### src/rtl/keypad_entry_pkg.sv
// Shared types and helpers for the keypad digit-entry block.
package keypad_entry_pkg;

  localparam int unsigned BCD_W = 4;
  localparam int unsigned KEY_N = 10;

  typedef enum logic [1:0] {
    ST_IDLE         = 2'd0,
    ST_PRESS_WAIT   = 2'd1,
    ST_HELD         = 2'd2,
    ST_RELEASE_WAIT = 2'd3
  } kp_state_e;

  typedef logic [KEY_N-1:0] key_code_t;
  typedef logic [BCD_W-1:0] bcd_t;

  typedef struct packed {
    bcd_t mins;
    bcd_t sec_tens;
    bcd_t sec_ones;
  } entry_time_t;

  // Key k maps to BCD k; callers guarantee a one-hot code.
  function automatic bcd_t onehot_to_bcd(input key_code_t code);
    bcd_t v;
    v = '0;
    for (int unsigned k = 0; k < KEY_N; k++) begin
      if (code[k]) v = BCD_W'(k);
    end
    return v;
  endfunction

endpackage

### src/rtl/keypad_entry_if.sv
// Keypad entry bus: raw key lines and controls in, accepted digit and entered time out.
interface keypad_entry_if;
  import keypad_entry_pkg::*;

  logic [KEY_N-1:0] keypad;
  logic             entry_en;
  logic             flush;
  logic [BCD_W-1:0] digit;
  logic             digit_valid;
  logic [BCD_W-1:0] mins;
  logic [BCD_W-1:0] sec_tens;
  logic [BCD_W-1:0] sec_ones;
  logic             time_nonzero;
  logic             time_ok;

  modport master (
    output keypad, entry_en, flush,
    input  digit, digit_valid, mins, sec_tens, sec_ones, time_nonzero, time_ok
  );

  modport slave (
    input  keypad, entry_en, flush,
    output digit, digit_valid, mins, sec_tens, sec_ones, time_nonzero, time_ok
  );

endinterface

### src/rtl/keypad_sync_debounce.sv
// Synchronizes raw key lines, debounces press/release and emits one accepted digit per press.
module keypad_sync_debounce
  import keypad_entry_pkg::*;
#(
  parameter int unsigned DEBOUNCE_CYCLES = 10
) (
  input  logic      clock,
  input  logic      clearn,
  input  key_code_t i_keypad,
  input  logic      i_entry_en,
  output bcd_t      o_digit,
  output logic      o_digit_valid,
  output logic      o_shift_c,
  output bcd_t      o_key_bcd_c
);

  localparam int unsigned CNT_W = $clog2(DEBOUNCE_CYCLES) + 1;
  localparam logic [CNT_W-1:0] CNT_LAST = CNT_W'(DEBOUNCE_CYCLES - 1);
  localparam logic [CNT_W-1:0] CNT_MAX  = '1;

  key_code_t        r_sync1;
  key_code_t        r_sync2;
  kp_state_e        r_state;
  kp_state_e        w_state_nxt;
  logic [CNT_W-1:0] r_cnt;
  logic [CNT_W-1:0] w_cnt_nxt;
  logic [CNT_W-1:0] w_cnt_inc;
  logic             w_cnt_done;
  key_code_t        r_key;
  logic             w_latch;
  logic             w_accept;
  logic             w_shift;
  key_code_t        w_code;
  logic             w_released;
  logic             w_single;
  bcd_t             r_digit;
  logic             r_digit_valid;

  // Two-flop synchronizer for the asynchronous key lines.
  always_ff @(posedge clock or negedge clearn) begin
    if (!clearn) begin
      r_sync1 <= '0;
      r_sync2 <= '0;
    end else begin
      r_sync1 <= i_keypad;
      r_sync2 <= r_sync1;
    end
  end

  assign w_code     = r_sync2;
  assign w_released = (w_code == '0);
  assign w_single   = !w_released && ((w_code & (w_code - key_code_t'(1))) == '0);

  // Saturating increment; the last stable sample is the one that lands on DEBOUNCE_CYCLES-1.
  assign w_cnt_inc  = (r_cnt == CNT_MAX) ? r_cnt : r_cnt + CNT_W'(1);
  assign w_cnt_done = (w_cnt_inc >= CNT_LAST);

  always_ff @(posedge clock or negedge clearn) begin
    if (!clearn) r_state <= ST_IDLE;
    else         r_state <= w_state_nxt;
  end

  always_comb begin
    w_state_nxt = r_state;
    case (r_state)
      ST_IDLE: begin
        if (w_single) w_state_nxt = ST_PRESS_WAIT;
      end
      ST_PRESS_WAIT: begin
        if (w_code != r_key)  w_state_nxt = ST_IDLE;
        else if (w_cnt_done)  w_state_nxt = ST_HELD;
      end
      ST_HELD: begin
        if (w_released) w_state_nxt = ST_RELEASE_WAIT;
      end
      ST_RELEASE_WAIT: begin
        if (!w_released)     w_state_nxt = ST_HELD;
        else if (w_cnt_done) w_state_nxt = ST_IDLE;
      end
      default: w_state_nxt = ST_IDLE;
    endcase
  end

  always_comb begin
    w_cnt_nxt = r_cnt;
    w_latch   = 1'b0;
    w_accept  = 1'b0;
    case (r_state)
      ST_IDLE: begin
        if (w_single) begin
          w_latch   = 1'b1;
          w_cnt_nxt = '0;
        end
      end
      ST_PRESS_WAIT: begin
        if (w_code == r_key) begin
          w_cnt_nxt = w_cnt_inc;
          w_accept  = w_cnt_done;
        end
      end
      ST_HELD: begin
        if (w_released) w_cnt_nxt = '0;
      end
      ST_RELEASE_WAIT: begin
        if (w_released) w_cnt_nxt = w_cnt_inc;
      end
      default: w_cnt_nxt = '0;
    endcase
  end

  assign w_shift     = w_accept && i_entry_en;
  assign o_shift_c   = w_shift;
  assign o_key_bcd_c = onehot_to_bcd(r_key);

  always_ff @(posedge clock or negedge clearn) begin
    if (!clearn) begin
      r_cnt         <= '0;
      r_key         <= '0;
      r_digit       <= '0;
      r_digit_valid <= 1'b0;
    end else begin
      r_cnt         <= w_cnt_nxt;
      r_digit_valid <= w_shift;
      if (w_latch) r_key   <= w_code;
      if (w_shift) r_digit <= o_key_bcd_c;
    end
  end

  assign o_digit       = r_digit;
  assign o_digit_valid = r_digit_valid;

endmodule

### src/rtl/keypad_entry.sv
// Keypad time entry: debounced digits shift into a three-digit BCD time with status flags.
module keypad_entry
  import keypad_entry_pkg::*;
#(
  parameter int unsigned DEBOUNCE_CYCLES = 10
) (
  input  logic           clock,
  input  logic           clearn,
  keypad_entry_if.slave  bus
);

  logic        w_shift_c;
  bcd_t        w_key_bcd_c;
  bcd_t        w_digit;
  logic        w_digit_valid;
  entry_time_t r_time;

  keypad_sync_debounce #(
    .DEBOUNCE_CYCLES (DEBOUNCE_CYCLES)
  ) u_sync_debounce (
    .clock         (clock),
    .clearn        (clearn),
    .i_keypad      (bus.keypad),
    .i_entry_en    (bus.entry_en),
    .o_digit       (w_digit),
    .o_digit_valid (w_digit_valid),
    .o_shift_c     (w_shift_c),
    .o_key_bcd_c   (w_key_bcd_c)
  );

  // Flush has priority over a same-cycle shift; the oldest digit falls off mins.
  always_ff @(posedge clock or negedge clearn) begin
    if (!clearn) begin
      r_time <= '0;
    end else if (bus.flush) begin
      r_time <= '0;
    end else if (w_shift_c) begin
      r_time.mins     <= r_time.sec_tens;
      r_time.sec_tens <= r_time.sec_ones;
      r_time.sec_ones <= w_key_bcd_c;
    end
  end

  assign bus.digit        = w_digit;
  assign bus.digit_valid  = w_digit_valid;
  assign bus.mins         = r_time.mins;
  assign bus.sec_tens     = r_time.sec_tens;
  assign bus.sec_ones     = r_time.sec_ones;
  assign bus.time_nonzero = |r_time;
  assign bus.time_ok      = (r_time.sec_tens <= BCD_W'(5));

endmodule

### src/flat_wrapper.sv
// flat-port wrapper written by rule: the top's interface ports become plain ports
module keypad_entry_flat import keypad_entry_pkg::*;
#(
  parameter int unsigned DEBOUNCE_CYCLES = 10
)
  (clock, clearn, bus_keypad, bus_entry_en, bus_flush, bus_digit, bus_digit_valid, bus_mins, bus_sec_tens, bus_sec_ones, bus_time_nonzero, bus_time_ok);
  keypad_entry_if bus_i ();
  input  logic clock;
  input  logic clearn;
  input wire logic [$bits(bus_i.keypad)-1:0] bus_keypad;
  input wire logic [$bits(bus_i.entry_en)-1:0] bus_entry_en;
  input wire logic [$bits(bus_i.flush)-1:0] bus_flush;
  output wire logic [$bits(bus_i.digit)-1:0] bus_digit;
  output wire logic [$bits(bus_i.digit_valid)-1:0] bus_digit_valid;
  output wire logic [$bits(bus_i.mins)-1:0] bus_mins;
  output wire logic [$bits(bus_i.sec_tens)-1:0] bus_sec_tens;
  output wire logic [$bits(bus_i.sec_ones)-1:0] bus_sec_ones;
  output wire logic [$bits(bus_i.time_nonzero)-1:0] bus_time_nonzero;
  output wire logic [$bits(bus_i.time_ok)-1:0] bus_time_ok;
  assign bus_i.keypad = bus_keypad;
  assign bus_i.entry_en = bus_entry_en;
  assign bus_i.flush = bus_flush;
  assign bus_digit = bus_i.digit;
  assign bus_digit_valid = bus_i.digit_valid;
  assign bus_mins = bus_i.mins;
  assign bus_sec_tens = bus_i.sec_tens;
  assign bus_sec_ones = bus_i.sec_ones;
  assign bus_time_nonzero = bus_i.time_nonzero;
  assign bus_time_ok = bus_i.time_ok;
  keypad_entry #(.DEBOUNCE_CYCLES(DEBOUNCE_CYCLES)) u_core (.clock(clock), .clearn(clearn), .bus(bus_i));
endmodule
### config.mk
export PLATFORM = sky130hd
export DESIGN_NAME = keypad_entry_flat
export DESIGN_NICKNAME = d
export VERILOG_FILES = /design/src/rtl/keypad_entry_pkg.sv /design/src/rtl/keypad_entry_if.sv /design/src/rtl/keypad_sync_debounce.sv /design/src/rtl/keypad_entry.sv /design/src/flat_wrapper.sv
export SDC_FILE = /design/constraint.sdc
export NUM_CORES = 1
export LEC_CHECK = 0
export ABC_CLOCK_PERIOD_IN_PS = 6700
export CAP_MARGIN = 25
export CORE_ASPECT_RATIO = 0.9
export CORE_MARGIN = 5
export CORE_UTILIZATION = 24
export CTS_BUF_LIST = sky130_fd_sc_hd__clkbuf_4 sky130_fd_sc_hd__clkbuf_8 sky130_fd_sc_hd__clkbuf_16
export CTS_CLUSTER_DIAMETER = 30
export DETAILED_ROUTE_END_ITERATION = 12
export RECOVER_POWER = 25
export SLEW_MARGIN = 10
export SYNTH_ARGS = -nofsm -noshare
export SYNTH_HDL_FRONTEND = slang
export SYNTH_HIERARCHICAL = 1
export SYNTH_SLANG_ARGS = --single-unit
### constraint.sdc
create_clock -name clock -period 6.7 [get_ports clock]
set_input_delay 2.01 -clock clock [delete_from_list [all_inputs] [get_ports clock]]
set_output_delay 2.01 -clock clock [all_outputs]
set_load 0.05 [all_outputs]
After elaboration in Yosys (flattened, before gate mapping) --
Cells that the tools add are included.
Operators by class: multiplexer cells 28, $lt $le $gt $ge 2, add/subtract/negate cells 2, reductions and logical operators 10, equality and inequality tests 12, bitwise logic cells 1
Operator list (number):
- 5-bit two-way mux | 5
- 12-bit two-way mux | 2
- 10-bit logical NOT | 2
- 4-bit two-way mux | 5
- 5-bit case mux with 4 select lines | 1
- 2-bit two-way mux | 8
- 12-bit OR reduction | 1
- 10-bit bitwise AND | 1
- 10-bit == test | 1
- 10-bit != test | 1
- 10-bit by 1-bit subtractor with 10-bit output, second input constant | 1
- 2-bit != test, second input constant | 4
- 2-bit case mux with 4 select lines | 1
- 4-bit AND reduction | 2
- 3-bit != test, second input constant | 2
- 5-bit by 1-bit adder with 5-bit output, second input constant | 1
- 5-bit == test, second input constant | 1
- 5-bit by 4-bit greater-or-equal comparator with 1-bit output, second input constant | 1
- 1-bit two-way mux | 5
- 2-bit == test, second input constant | 2
- 4-bit by 3-bit <= comparator with 1-bit output, second input constant | 1
- 3-bit two-way mux | 1
- 2-bit by 1-bit == test with 1-bit output, second input constant | 1
- 1-bit logical AND | 2
- other kinds (3) | 3
Word-level totals: bits of input ports 14, register bits after elaboration 54, output and inout bits 19, logic and storage cells 65

Longest topological paths before layout --
Gate-level depths: netlist of the first run.
word-level depth 11, mapped depth 10, gate-level depth less buffers 9

Modules after synthesis --
Netlist of the first run, hierarchy kept.
By module, submodules not included:
- keypad_sync_debounce | area each 1855.5 µm², seq. area each 1051.0 µm², instances 1, cells an instance 151
- keypad_entry | area each 509.2 µm², seq. area each 300.3 µm², instances 1, cells an instance 43

Worst setup path after synthesis of the first run --
Ideal clock, no wire load.
path type register -> output, start register, netlist name u_core/bus.sec_tens[1], end output bus_time_ok, cell stages (with the launch flop) 2, required time 4.690 ns, buffers on the path 0, slack 3.246 ns, arrival time 1.444 ns, path through dfrtp_1 a21oi_1
On the way: longest elaborated chain between the ends 1
RTL lines:
- 4-bit by 3-bit <= comparator with 1-bit output | RTL line keypad_entry.sv:50 | assign bus.time_ok = (r_time.sec_tens <= BCD_W'(5));
- end: declaration | RTL line flat_wrapper.sv:19 | output wire logic [$bits(bus_i.time_ok)-1:0] bus_time_ok;
Every way passes these cells.

==> qor.txt, run 1 <==
Post-DP HPWL -> 3320 um
PD cells -> 212 nW/um^2
Clock share of power -> 31.6%
Rel. slew slack -> -85.4%
Diodes inserted -> 0
Final ANT Viol Nets -> 0
Total Neg Setup Slack -> 0 ns
DRC -> 0
Post-CTS Hold Buffers -> 0
Rows -> 34
Syn avg cell area -> 12.2 sq um
CP Capture Type -> asynchronous set/reset pin
Die W -> 115 um
Fin area -> 2910 sq um
Max frequency -> 0.235 GHz
Internal power -> 0.000459 W
GRT met3 Usage -> 2.27%
WP data arrival -> 4.07 ns
CP delay by family, top -> buffers and inverters
Worst clock skew -> 0.00928 ns
Hold Crit Class -> flop to flop
Vias in the first global route -> 1622
# Max-Cap Violations -> 1
Initial antenna violation count -> 0
Area growth, synth to finish -> 22.9%
Final Max Tran Viols -> 55
Hold slack -> 0.355 ns
Met1 usage -> 11.6%
DR vias/cell -> 4.49
Slew @ Worst Pin -> 2.78 ns
Area share of the leading cell type in the synthesized netlist -> 57.1%
Yosys cell types -> 42
Cells after Synth -> 194
Period utilisation layout -> 63.4%
Port Buf Inserts -> 32
H-Tree Depth -> 2
Status -> finished with violations
Ports -> 33
Grt total ovfl -> 0
Crit-path max cell delay -> 1.96 ns
VDD IR max -> 129 uV
Ranking of synthesized cells by area -> dfrtp_1 (57%), mux2i_1 (5.1%), mux2_2 (3.8%)
Reg power frac -> 58.4%
Post-Synthesis Cell Area -> 2360 sq um
WS Path Type -> primary input to asynchronous set/reset pin
Final hold violations -> 0
Worst-Skew Late Latency -> 0.31 ns
Die H -> 104 um
Total track usage -> 8.03%
DR WL/cell -> 12.9 um
Maximum number of pins on one net before global-route repair -> 55
Starting Density -> 24.5%
Final wirelength -> 4610 um
Seq/Total Area, Yosys -> 57.1%
1st-iter DRT viols -> 60
Gr busiest metal -> met2
CP max-delay cell -> clkbuf_1
Yosys warns -> 6
Asr flop ratio synth -> 100%
P_leak -> 1.19 nW
TritonCTS clock tree -> yes
CTS resizes -> 0
Synth cell count leaders -> dfrtp_1 (54), nor2_1 (17), mux2i_1 (12)
Final #Nets -> 245
Die Area -> 11900 sq um
Yosys reg bits -> 54
PnR Total Power -> 0.000615 W
Most common cell in the netlist -> dfrtp_1
Cell area after placement -> 2810 sq um
RSZ-0062 raised after global routing -> no
Routability cong. -> 0.779
Cell chain of the critical path -> buf_2 -> clkbuf_1
Num CTS Buffers -> 5
CTS clk-pin slew, worst paths -> 0.10 ns
Sw Share -> 25.3%
First-pass GRT wire length -> 7980 um
# clock sinks -> 54
Drt pass-1 iters -> 4
Main flop type after synthesis -> dfrtp_1
Share of cells above drive strength 1 -> 11.3%
DR vias -> 1597
Worst Path Max Fanout -> 54
Cell taking the most area after synthesis -> dfrtp_1
Clock root buffer -> clkbuf_8
# setup viols final -> 0
Core area -> 9660 sq um
Comb pwr share -> 10.0%
Number of synthesized flops with an enable pin -> 0
Syn_nets -> 210
Type of origin of the critical path -> primary input
Buffers & Inverters on Critical Path -> 2
Min cycle time layout -> 4.25 ns
Switch Pwr -> 0.000156 W
Clock Path Buffers -> 2
Met2 GRT Util -> 11.9%
Failing checks -> max-capacitance violations, max-slew violations
Post-CTS Setup Repair Bufs -> 0
Worst Path Required -> 6.53 ns
==> through the flow <==
| stage | cells | setup slack, ns | utilization, % |
|---|---|---|---|
| 2_1_floorplan | 194 | 3.25 | - |
| 3_3_place_gp | 348 | 3.06 | 29.1 |
| 3_5_place_dp | 348 | 3.01 | 29.1 |
| 4_1_cts | 356 | 2.79 | 30.1 |
| 5_1_grt | 356 | 1.70 | 30.1 |
| 6_report | 356 | 2.45 | 30.1 |
==> per-layer routing <==
metal | routed length (um) | share of wire, %
met1 | 2270 | 49
met5 | 0 | 0
met2 | 2060 | 45
met3 | 265 | 5.7
met4 | 7 | 0.15
==> kinds of logic after synthesis <==
family / count (synthesis) / synth area share (%)
compound gates: 35 / 9.74
xor+xnor: 13 / 4.81
fa+ha+maj: 2 / 1.06
buf+inv: 12 / 2.54
flops: 54 / 57.1
mux: 25 / 12.1
simple gates: 53 / 12.6
==> power groups by stage <==
stage               clock (W)  sequential, W  combinational, W
global placement            0       0.000365         0.0000634
global route         0.000216       0.000362         0.0000692
CTS                  0.000205       0.000359         0.0000644
finish               0.000194       0.000359         0.0000618
detailed placement          0       0.000366         0.0000642
floorplan                   0       0.000360         0.0000421
==> path summary, 6_finish.rpt <==
| path | start | endpoint | slack, ns | cells past startpoint |
|---|---|---|---|---|
| worst max-delay path | clearn | u_core/u_sync_debounce/r_cnt[2]$_DFFE_PN0P_ | 2.45 | 2 |
| worst min-delay path | u_core/u_sync_debounce/r_sync1[1]$_DFF_PN0_ | u_core/u_sync_debounce/r_sync2[1]$_DFF_PN0_ | 0.35 | 0 |
| worst max register to register | u_core/u_sync_debounce/r_sync2[5]$_DFF_PN0_ | u_core/u_sync_debounce/r_key[4]$_DFFE_PN0P_ | 3.73 | 5 |
| worst min register to register | u_core/u_sync_debounce/r_sync1[1]$_DFF_PN0_ | u_core/u_sync_debounce/r_sync2[1]$_DFF_PN0_ | 0.35 | 0 |
| max in group clock | u_core/bus.sec_tens[2]$_DFFE_PN0P_ | bus_time_nonzero | 2.78 | 3 |
| min in group asynchronous | clearn | u_core/u_sync_debounce/r_sync1[4]$_DFF_PN0_ | 2.68 | 2 |
==> flip-flops by register name, indices dropped and copies added, names as in the netlist <==
name                                  cells
u_core/bus.sec_ones                       4
u_core/u_sync_debounce/o_digit            4
u_core/u_sync_debounce/r_sync2           10
u_core/u_sync_debounce/r_cnt              5
u_core/u_sync_debounce/r_state            2
u_core/u_sync_debounce/r_sync1           10
u_core/u_sync_debounce/o_digit_valid      1
u_core/bus.sec_tens                       4
u_core/u_sync_debounce/r_key             10
u_core/bus.mins                           4
==> cells in the final DEF, fill, tap and decap left out, types with 2 or more instances in the layout <==
cell type and n:
mux2_4 5, nor2b_1 2, nand3_1 5, nor3_1 4, and3_1 3, xnor2_1 10
nor4_1 5, mux2_2 8, a21oi_1 11, a21o_1 2, inv_1 7, a2111oi_0 2
clkdlybuf4s50_1 21, dlygate4sd3_1 10, dfrtp_1 54, xor2_1 3, a41oi_1 2, nand4_1 2
mux2i_1 12, nand2_1 6, nor2_1 17, clkbuf_8 6, o21ai_0 5, o21bai_1 3
o211ai_1 2, ha_1 2
==> final cells by class <==
| cell class | instances | area (sq um) |
|---|---|---|
| clock buffers | 6 | 82.6 |
| multi-input cells | 128 | 953 |
| fillers | 1002 | 6750 |
| flip-flops and latches | 54 | 1350 |
| repair buffers | 33 | 319 |
| clock inverters | 2 | 16.3 |
| well taps | 126 | 158 |
| inverters | 7 | 26.3 |
Note: power is estimated with default switching activity, not from simulation.
==> run 2: changes to the inputs <==
--- a/config.mk
+++ b/config.mk
@@ -5,7 +5,7 @@
 export SDC_FILE = /design/constraint.sdc
 export NUM_CORES = 1
 export LEC_CHECK = 0
-export ABC_CLOCK_PERIOD_IN_PS = 6700
+export ABC_CLOCK_PERIOD_IN_PS = 3800
 export CAP_MARGIN = 25
 export CORE_ASPECT_RATIO = 0.9
 export CORE_MARGIN = 5
==> constraint.sdc (replaced) <==
create_clock -name clock -period 3.8 [get_ports clock]
set_input_delay 1.14 -clock clock [delete_from_list [all_inputs] [get_ports clock]]
set_output_delay 1.14 -clock clock [all_outputs]
set_load 0.05 [all_outputs]
==> run 2 against run 1 <==
  * The run now ends clean
  * Sequential power increased by 77%
  * Clock skew decreased by 0.0056 ns
  * Clock power increased by 98%
==> qor.txt, run 2 (synthesized netlist as in run 1, its figures left out) <==
TritonCTS clock tree -> yes
Fin area -> 2920 sq um (+0.56%)
Status -> completed
Port Buf Inserts -> 32 (unchanged)
Final wirelength -> 4490 um (-2.6%)
Worst Path Max Fanout -> 5 (-91%)
DR WL/cell -> 12.7 um (-2.3%)
Reg power frac -> 56.1% (-2.3 points)
Register Area -> 1350 sq um (unchanged)
Total track usage -> 7.93% (-0.10 points)
Hold Crit Class -> flop to flop
Core area -> 9660 sq um (unchanged)
# Max-Cap Violations -> 0 (-1)
Maximum number of pins on one net before global-route repair -> 31 (-44%)
Crit path from -> u_core/bus.sec_tens[2]$_DFFE_PN0P_
Commonest non-fill, non-tap cell in the layout -> dfrtp_1
Critical Path Sink -> bus_time_nonzero
Most frequent cells in the layout -> dfrtp_1 (54), clkdlybuf4s50_1 (31), nor2_1 (17), mux2i_1 (12), a21oi_1 (11)
Initial antenna violation count -> 0 (unchanged)
Fillers -> 1015 (+1.3%)
CP Capture Type -> primary output
# setup viols final -> 0 (unchanged)
Share of cells above drive strength 1 -> 10.9% (-0.39 points)
Final Max Tran Viols -> 0 (-100%)
Die H -> 104 um (unchanged)
Regs by FF count -> u_core/u_sync_debounce/r_key: 10 flops, u_core/u_sync_debounce/r_sync1: 10 flops, u_core/u_sync_debounce/r_sync2: 10 flops
Area of the multi-input gates -> 953 sq um (unchanged)
1st-iter DRT viols -> 91 (+52%)
Total Neg Setup Slack -> 0 ns (unchanged)
Clock share of power -> 34.1% (+2.5 points)
Sw Share -> 22.8% (-2.5 points)
Diodes inserted -> 0 (unchanged)
Max frequency -> 0.335 GHz
Layout Cells excl Fill -> 355 (-0.28%)
Cell area after placement -> 2810 sq um (unchanged)
Final hold violations -> 0 (unchanged)
H-Tree Depth -> 2 (unchanged)
Met2 GRT Util -> 11.2% (-0.71 points)
Pre-CTS setup slack -> 0.860 ns (-2.15 ns)
First-pass GRT wire length -> 7780 um (-2.5%)
Worst clock skew -> 0.00368 ns (-0.00560 ns)
DRC -> 0 (unchanged)
Internal power -> 0.000873 W (+90%)
RSZ-0062 raised after global routing -> no
CTS clk-pin slew, worst paths -> 0.09 ns (about the same)
Worst Setup Slack, final -> 0.815 ns (-1.64 ns)
Switch Pwr -> 0.000257 W (+65%)
Rel. slew slack -> 15.4% (+100 points)
Period utilisation layout -> 78.5%
Type of origin of the critical path -> flop
WP data arrival -> 1.84 ns (-2.23 ns)
Routability cong. -> 0.745 (-4.3%)
VDD IR max -> 221 uV (+71%)
Slew @ Worst Pin -> 1.27 ns (-1.51 ns)
PnR Total Power -> 0.00113 W (+84%)
WS Path Type -> flop to primary output
Ports -> 33 (unchanged)
Vias in the first global route -> 1576 (-2.8%)
Area growth, synth to finish -> 23.6%
Worst flop-to-flop path endpoint -> u_core/u_sync_debounce/r_key[3]$_DFFE_PN0P_
Num CTS Buffers -> 5 (unchanged)
Final ANT Viol Nets -> 0 (unchanged)
GRT met3 Usage -> 2.68% (+0.41 points)
Rows -> 34 (unchanged)
DP Cell Count -> 348 (unchanged)
Worst-Skew Late Latency -> 0.29 ns (-0.02 ns)
Setup slack, reg-to-reg -> 0.85 ns (-2.88 ns)
Die Area -> 11900 sq um (unchanged)
# clock sinks -> 54 (unchanged)
Reg2reg path depth -> 5 (unchanged)
Starting Density -> 24.5% (unchanged)
Post-CTS Hold Buffers -> 0 (unchanged)
Clock root buffer -> clkbuf_8
DR vias/cell -> 4.48 (-0.16%)
Met1 usage -> 11.9% (+0.24 points)
FF-to-FF Start -> u_core/u_sync_debounce/r_sync2[4]$_DFF_PN0_
DR vias -> 1590 (-0.44%)
Clock Path Buffers -> 2 (unchanged)
CTS resizes -> 0 (unchanged)
Worst Path Required -> 2.66 ns (-3.87 ns)
Comb pwr share -> 9.8% (-0.2 points)
Die W -> 115 um (unchanged)
Drt pass-1 iters -> 4 (unchanged)
Post-CTS Setup Repair Bufs -> 0 (unchanged)
P_leak -> 1.20 nW (+0.64%)
Gr busiest metal -> met1
Post-DP HPWL -> 3350 um (+0.75%)
Grt total ovfl -> 0 (unchanged)
Min cycle time layout -> 2.98 ns
Final #Nets -> 245 (unchanged)
PD cells -> 387 nW/um^2 (+83%)
## run 2: changes by cell type in the layout (fill, tap and decap cells not counted), sizes merged
cell / previous run / this run
dlygate4sd3: 10 / 0
clkinvlp: 1 / 0
inv: 8 / 7
clkdlybuf4s50: 21 / 31
bufinv: 0 / 1
## run 2: how the worst min path moves through the flow
stage | start | end | slack (ns) | cells after the start
floorplan | u_core/u_sync_debounce/r_sync1[0]$_DFF_PN0_ | u_core/u_sync_debounce/r_sync2[0]$_DFF_PN0_ | 0.33 | 0
global placement | u_core/u_sync_debounce/r_sync1[3]$_DFF_PN0_ | u_core/u_sync_debounce/r_sync2[3]$_DFF_PN0_ | 0.33 | 0
detailed placement | u_core/u_sync_debounce/r_sync1[8]$_DFF_PN0_ | u_core/u_sync_debounce/r_sync2[8]$_DFF_PN0_ | 0.33 | 0
CTS | u_core/u_sync_debounce/r_sync1[8]$_DFF_PN0_ | u_core/u_sync_debounce/r_sync2[8]$_DFF_PN0_ | 0.36 | 0
global route | u_core/u_sync_debounce/r_sync1[2]$_DFF_PN0_ | u_core/u_sync_debounce/r_sync2[2]$_DFF_PN0_ | 0.36 | 0
finish | u_core/u_sync_debounce/r_sync1[2]$_DFF_PN0_ | u_core/u_sync_debounce/r_sync2[2]$_DFF_PN0_ | 0.35 | 0
## run 2: stage by stage
stage | hold slack [ns] | util, %
after floorplan | 0.331 | -
after global placement | 0.333 | 29.1
after detailed placement | 0.335 | 29.1
after CTS | 0.357 | 30.3
after global routing | 0.364 | 30.3
final | 0.352 | 30.3
## run 2: worst max-delay path, stage by stage (launching register included)
cell and delay (ns):
dfrtp_1 0.44, nor4_1 0.29, nand3_1 0.10, clkdlybuf4s50_1 0.71
## run 2: area by class of cell
type                            count  area share [%]
Clock buffer                        6            2.83
Clock inverter                      1            1.03
Inverter                            7           0.899
Multi-Input combinational cell    128            32.6
Sequential cell                    54            46.2
Tap cell                          126            5.39
Timing Repair Buffer               33            11.0
## run 2: metal layers
| metal | share of wire [%] | wire (um) |
|---|---|---|
| met3 | 6.3 | 281 |
| met5 | 0 | 0 |
| met4 | 0 | 0 |
| met1 | 50 | 2250 |
| met2 | 44 | 1960 |
## run 2: power by group through the flow
stage	Clock [W]	Combinational [W]	Sequential, W
after CTS	0.000401	0.000113	0.000634
after global placement	0	0.000110	0.000645
after floorplan	0	0.0000742	0.000636
after global routing	0.000429	0.000122	0.000640
final	0.000385	0.000111	0.000634
after detailed placement	0	0.000113	0.000645
